File: config.mk
export PLATFORM = sky130hd
export DESIGN_NAME = csa_final_adder_pipe
export DESIGN_NICKNAME = d
export VERILOG_FILES = /design/src/rtl/csa_pkg.sv /design/src/rtl/csa_seg_adder.sv /design/src/rtl/csa_final_adder_pipe.sv
export SDC_FILE = /design/constraint.sdc
export NUM_CORES = 1
export LEC_CHECK = 0
export BUFFER_PORTS_ARGS = -buffer_cell sky130_fd_sc_hd__buf_2
export CAP_MARGIN = 20
export CORE_MARGIN = 3
export CORE_UTILIZATION = 60
export CTS_BUF_LIST = sky130_fd_sc_hd__clkbuf_4
export DETAILED_ROUTE_END_ITERATION = 10
export GPL_ROUTABILITY_DRIVEN = 0
export PLACE_DENSITY_LB_ADDON = 0.05
export SLEW_MARGIN = 25
export SYNTH_ARGS = -nofsm -noshare
export SYNTH_HDL_FRONTEND = slang
export SYNTH_SLANG_ARGS = --single-unit
export TNS_END_PERCENT = 1
File: constraint.sdc
create_clock -name clk -period 6.37 [get_ports clk]
set_input_delay 1.274 -clock clk [delete_from_list [all_inputs] [get_ports clk]]
set_output_delay 1.274 -clock clk [all_outputs]
set_load 0.02 [all_outputs]
File: src/rtl/csa_pkg.sv
// rtl/csa_pkg.sv - stage-count and segment-width helpers for csa_final_adder_pipe
package csa_pkg;

  localparam int CSA_DEF_BIT_LEN = 16;
  localparam int CSA_DEF_SEG_LEN = 8;

  function automatic int num_stg(input int bit_len, input int seg_len);
    return (bit_len + seg_len - 1) / seg_len;
  endfunction

  // Every segment is seg_len wide except the top one, which takes the remainder.
  function automatic int seg_width(input int k, input int bit_len, input int seg_len);
    int n;
    n = num_stg(bit_len, seg_len);
    return (k < n - 1) ? seg_len : bit_len - (n - 1) * seg_len;
  endfunction

endpackage

File: src/rtl/csa_seg_adder.sv
// rtl/csa_seg_adder.sv - combinational W-bit segment adder with carry in/out
module csa_seg_adder #(
  parameter int W = 8
) (
  input  logic [W-1:0] a,
  input  logic [W-1:0] b,
  input  logic         cin,
  output logic [W-1:0] sum,
  output logic         cout
);

  assign {cout, sum} = {1'b0, a} + {1'b0, b} + {{W{1'b0}}, cin};

endmodule

File: src/rtl/csa_final_adder_pipe.sv
// rtl/csa_final_adder_pipe.sv - segmented, pipelined carry-propagate adder for a CSA (S, C) pair
// Optional sticky overflow output enabled by CSA_FINAL_ADDER_OVF_STICKY_EN.
module csa_final_adder_pipe
  import csa_pkg::*;
#(
  parameter int BIT_LEN = CSA_DEF_BIT_LEN,
  parameter int SEG_LEN = CSA_DEF_SEG_LEN
) (
  input  logic               clk,
  input  logic               rst_n,
  input  logic               in_valid,
  output logic               in_ready,
  input  logic [BIT_LEN-1:0] in_s,
  input  logic [BIT_LEN-1:0] in_c,
  output logic               out_valid,
  input  logic               out_ready,
  output logic [BIT_LEN-1:0] out_sum,
  output logic               out_cout
`ifdef CSA_FINAL_ADDER_OVF_STICKY_EN
  ,
  output logic               ovf_sticky
`endif
);

  localparam int NUM_STG = num_stg(BIT_LEN, SEG_LEN);

  typedef struct packed {
    logic               valid;
    logic               carry;
    logic [BIT_LEN-1:0] s;
    logic [BIT_LEN-1:0] c;
  } stg_t;

  stg_t [NUM_STG-1:0]              stg_q;
  stg_t [NUM_STG-1:0]              src;
  logic [NUM_STG-1:0][BIT_LEN-1:0] s_d;
  logic [NUM_STG-1:0]              carry_d;
  logic [NUM_STG-1:0]              vld;
  logic [NUM_STG-1:0]              rdy;

  // Stage k's adder works on the record it is about to capture, so stage 0 adds straight from the inputs.
  assign src[0]   = {in_valid, 1'b0, in_s, in_c};
  assign in_ready = rdy[0];

  for (genvar k = 0; k < NUM_STG; k++) begin : g_stg
    localparam int LO = k * SEG_LEN;
    localparam int W  = seg_width(k, BIT_LEN, SEG_LEN);

    logic [W-1:0]       seg_sum;
    logic               seg_cout;
    logic [BIT_LEN-1:0] s_new;

    if (k > 0) begin : g_link
      assign src[k] = stg_q[k-1];
    end

    assign vld[k] = stg_q[k].valid;
    // Unrolled form of ready_k = !valid_k | ready_{k+1}: some stage at or after k is empty, or the sink accepts.
    assign rdy[k] = out_ready | ~(&vld[NUM_STG-1:k]);

    csa_seg_adder #(.W(W)) u_add (
      .a    (src[k].s[LO +: W]),
      .b    (src[k].c[LO +: W]),
      .cin  (src[k].carry),
      .sum  (seg_sum),
      .cout (seg_cout)
    );

    always_comb begin
      s_new           = src[k].s;
      s_new[LO +: W]  = seg_sum;
    end

    assign s_d[k]     = s_new;
    assign carry_d[k] = seg_cout;
  end

  always_ff @(posedge clk or negedge rst_n) begin
    if (!rst_n) begin
      stg_q <= '0;
    end else begin
      for (int k = 0; k < NUM_STG; k++) begin
        if (rdy[k]) begin
          stg_q[k].valid <= src[k].valid;
          // A bubble moves in as valid=0 while the data fields keep their last contents.
          if (src[k].valid) begin
            stg_q[k].carry <= carry_d[k];
            stg_q[k].s     <= s_d[k];
            stg_q[k].c     <= src[k].c;
          end
        end
      end
    end
  end

  assign out_valid = stg_q[NUM_STG-1].valid;
  assign out_sum   = stg_q[NUM_STG-1].s;
  assign out_cout  = stg_q[NUM_STG-1].carry;

  logic unused_c;
  assign unused_c = ^stg_q[NUM_STG-1].c;

`ifdef CSA_FINAL_ADDER_OVF_STICKY_EN
  logic ovf_q;
  logic ovf_d;

  assign ovf_d = ovf_q | (out_valid & out_ready & out_cout);

  always_ff @(posedge clk or negedge rst_n) begin
    if (!rst_n) begin
      ovf_q <= 1'b0;
    end else begin
      ovf_q <= ovf_d;
    end
  end

  assign ovf_sticky = ovf_q;
`endif

endmodule

==> impl_metrics.toml <==
[cts]
cts_setup_buffers = 0
cts-htree-levels = 2
cts_sinks = 44
clkTransAtPathRegs_ns = 0.13
cts.path.max_buffers = 2
cts_root_buf = "clkbuf_4"
post_cts_resized = 0
clk_latency_ns = 0.35
postCtsHoldBufs = 0
cts_tree = "done"
cts_made_buffers = 5

[pwr]
p_leak_nw = 1.43
power_density_mw_per_mm2 = 306
peakVddDrop_mv = 0.166
clkPwrFrac_pct = 21.4
pwr-share-comb_pct = 33.5
p_seq_share_pct = 45.2
netSwitchingPower_uw = 298
swShare_pct = 35.8
intPower_uw = 535

[sta]
period_needed_ns = 3.01
skew_ns = 0.0172
max_freq_mhz = 332
finalHoldViolCount = 0
fin_crit_sh_pct = 47.2
drv_slew = 0
setup_violations = 0
max_slew_margin_pct = 41.0
finalSetupTns_ns = 0
worstMarginPinSlew_ns = 0.881
rsz0062_at_grt = "false"

[placement]
placedCellCount = 347
portBuffers = 54
dp_hpwl_um = 3510

[layout]
fin_nets = 360
antenna_cells = 0
drive_above_1_share_pct = 22.8
fin_cells = 355
layout_commonest_cell = "nand2_1"
final_cell_mix = "nand2_1, buf_2, dfrtp_1, ha_1, o21ai_0"
area_delta_synth_final_pct = 16.4

[global_routing]
grt-ovfl-total = 0
grt_pass1_wl_um = 7850
track_usage_pct = 22.3
grt_pass1_vias = 1729
grt_max_degree = 45
antenna_found_initial = 0

[logic_synthesis]
synth_edf_count = 0
ys_seq_area_share_pct = 47.1
post-synth-top-area-cell = "dfrtp_1"
ys_ff_latch = 44
syn-instance-count = 252
netlist_area_mm2 = 0.00234
syn_nets = 306
synthTopCellsByArea = "dfrtp_1, nand2_1, ha_1"
syn_area_per_cell_um2 = 9.27
synth_top_flop_cell = "dfrtp_1"
async_flop_share_pct = 100
yosysWarnings = 0
yosysUniqueCellTypes = 50
synth_top_cell_area_share_pct = 47.1

[drt]
wire_per_inst_um = 13.3
drt_iter0_markers = 112
dr_wl_met2_um = 2130
drt-met1-wl_um = 2290
via_per_inst = 5.42
top_layer = "met4"
drcViolationCount = 0
wl_um = 4710
ant_nets = 0
dr_total_vias = 1925
met3_length_um = 260
first_pass_iters = 4

[critical_path]
critical-path-max-stage-delay_ns = 0.17
critPathLaunchType = "input port"
critPathSlowestCell = "nand3b_4"
cp.required_ns = 5.10
endpoint_kind = "primary output"
cp_max_fo = 6
crit_chain = "buf_2 -> nand3b_4 -> buf_2"
cp_common_cell = "buf_2"
crit_type = "in2out"
worstPathArrival_ns = 1.73

[floorplanning]
die_width_um = 68.4
start_util_pct = 62.9
die_h_um = 68.4
io_pins = 55
fp.dieArea_mm2 = 0.00468
core_mm2 = 0.00372
std_cell_rows = 22

[min_path]
hold_path_class = "reg2reg"

[outcome]
status = "finished clean"

[flow_run]
drv_cap = 0
final cells by class:
type | instances | area (um^2)
inverter | 5 | 18.8
timing repair buffer | 55 | 280
clock inverter | 3 | 46.3
fill | 302 | 995
clock buffer | 5 | 37.5
tap | 48 | 60.1
sequential | 44 | 1100
multi-input combinational | 195 | 1180
metrics by stage:
step / power [mW] / setup WS (ns) / cell area (um^2) / util, % / hold WS, ns
after floorplan: 0.571 / 3.56 / 2340 / - / 0.430
after global placement: 0.653 / 3.37 / 2640 / 70.9 / 0.438
after detailed placement: 0.662 / 3.35 / 2640 / 70.9 / 0.445
after CTS: 0.838 / 3.36 / 2720 / 73.2 / 0.480
after global routing: 0.897 / 3.33 / 2720 / 73.2 / 0.503
final: 0.833 / 3.36 / 2720 / 73.2 / 0.481
state kept, by name (all words and copies together), names as in the netlist:
signal / flops
out_sum: 16
out_valid: 1
out_cout: 1
src: 18
g_stg.s_new: 8
cell usage after synthesis (all sizes together) (2+ instances only):
library cell	number
o21a	4
nand2	101
fa	3
buf	7
nor2	3
o211ai	3
a211o	2
a21oi	6
ha	15
a21o	2
o311ai	2
nor4b	2
inv	5
dfrtp	44
or4	2
xnor2	2
or3	2
o31a	2
o31ai	5
a211oi	4
nand3b	2
nand2b	3
nor2b	3
and2	2
o21ai	8
nand3	2
nor3	2
per-layer routing:
layer,global-route usage [%],up-vias
met4,6.20,0
met3,3.94,2
met1,33.2,902
li1,-,973
met5,0,-
met2,33.1,48
critical path: cells and delay by family:
kind / cells / cell delay [ns]
AND/OR/NAND/NOR: 1 / 0.17
buffers and inverters: 2 / 0.28
final timing paths:
path                       slack, ns         startpoint         end  cells after the start
max                             3.36          out_ready    in_ready                      3
min                             0.48  g_stg[1].s_new[6]  out_sum[6]                      2
max reg2reg                     4.01            src[66]    out_cout                      6
min reg2reg                     0.48  g_stg[1].s_new[6]  out_sum[6]                      2
max in group asynchronous       5.11              rst_n     src[62]                      1
min in group asynchronous       0.89              rst_n     src[43]                      1
power by group through the flow:
stage          Combinational [mW]  Sequential (mW)  Clock, mW
2_1_floorplan               0.151            0.420          0
3_3_place_gp                0.274            0.380          0
3_5_place_dp                0.279            0.382          0
4_1_cts                     0.281            0.376      0.181
5_1_grt                     0.316            0.385      0.197
6_report                    0.279            0.376      0.178
kinds of logic (layout without fill, tap and decap cells):
group,count (synthesis),count (layout),synth area share [%]
and+or+nand+nor,126,126,23.4
buffers and inverters,13,68,2.52
AOI/OAI and AO/OA,48,48,15.2
adders and majority gates,18,18,10.6
xor gates and xnor gates,3,3,1.12
DFF,44,44,47.1
(Power assumes the default switching activity.)
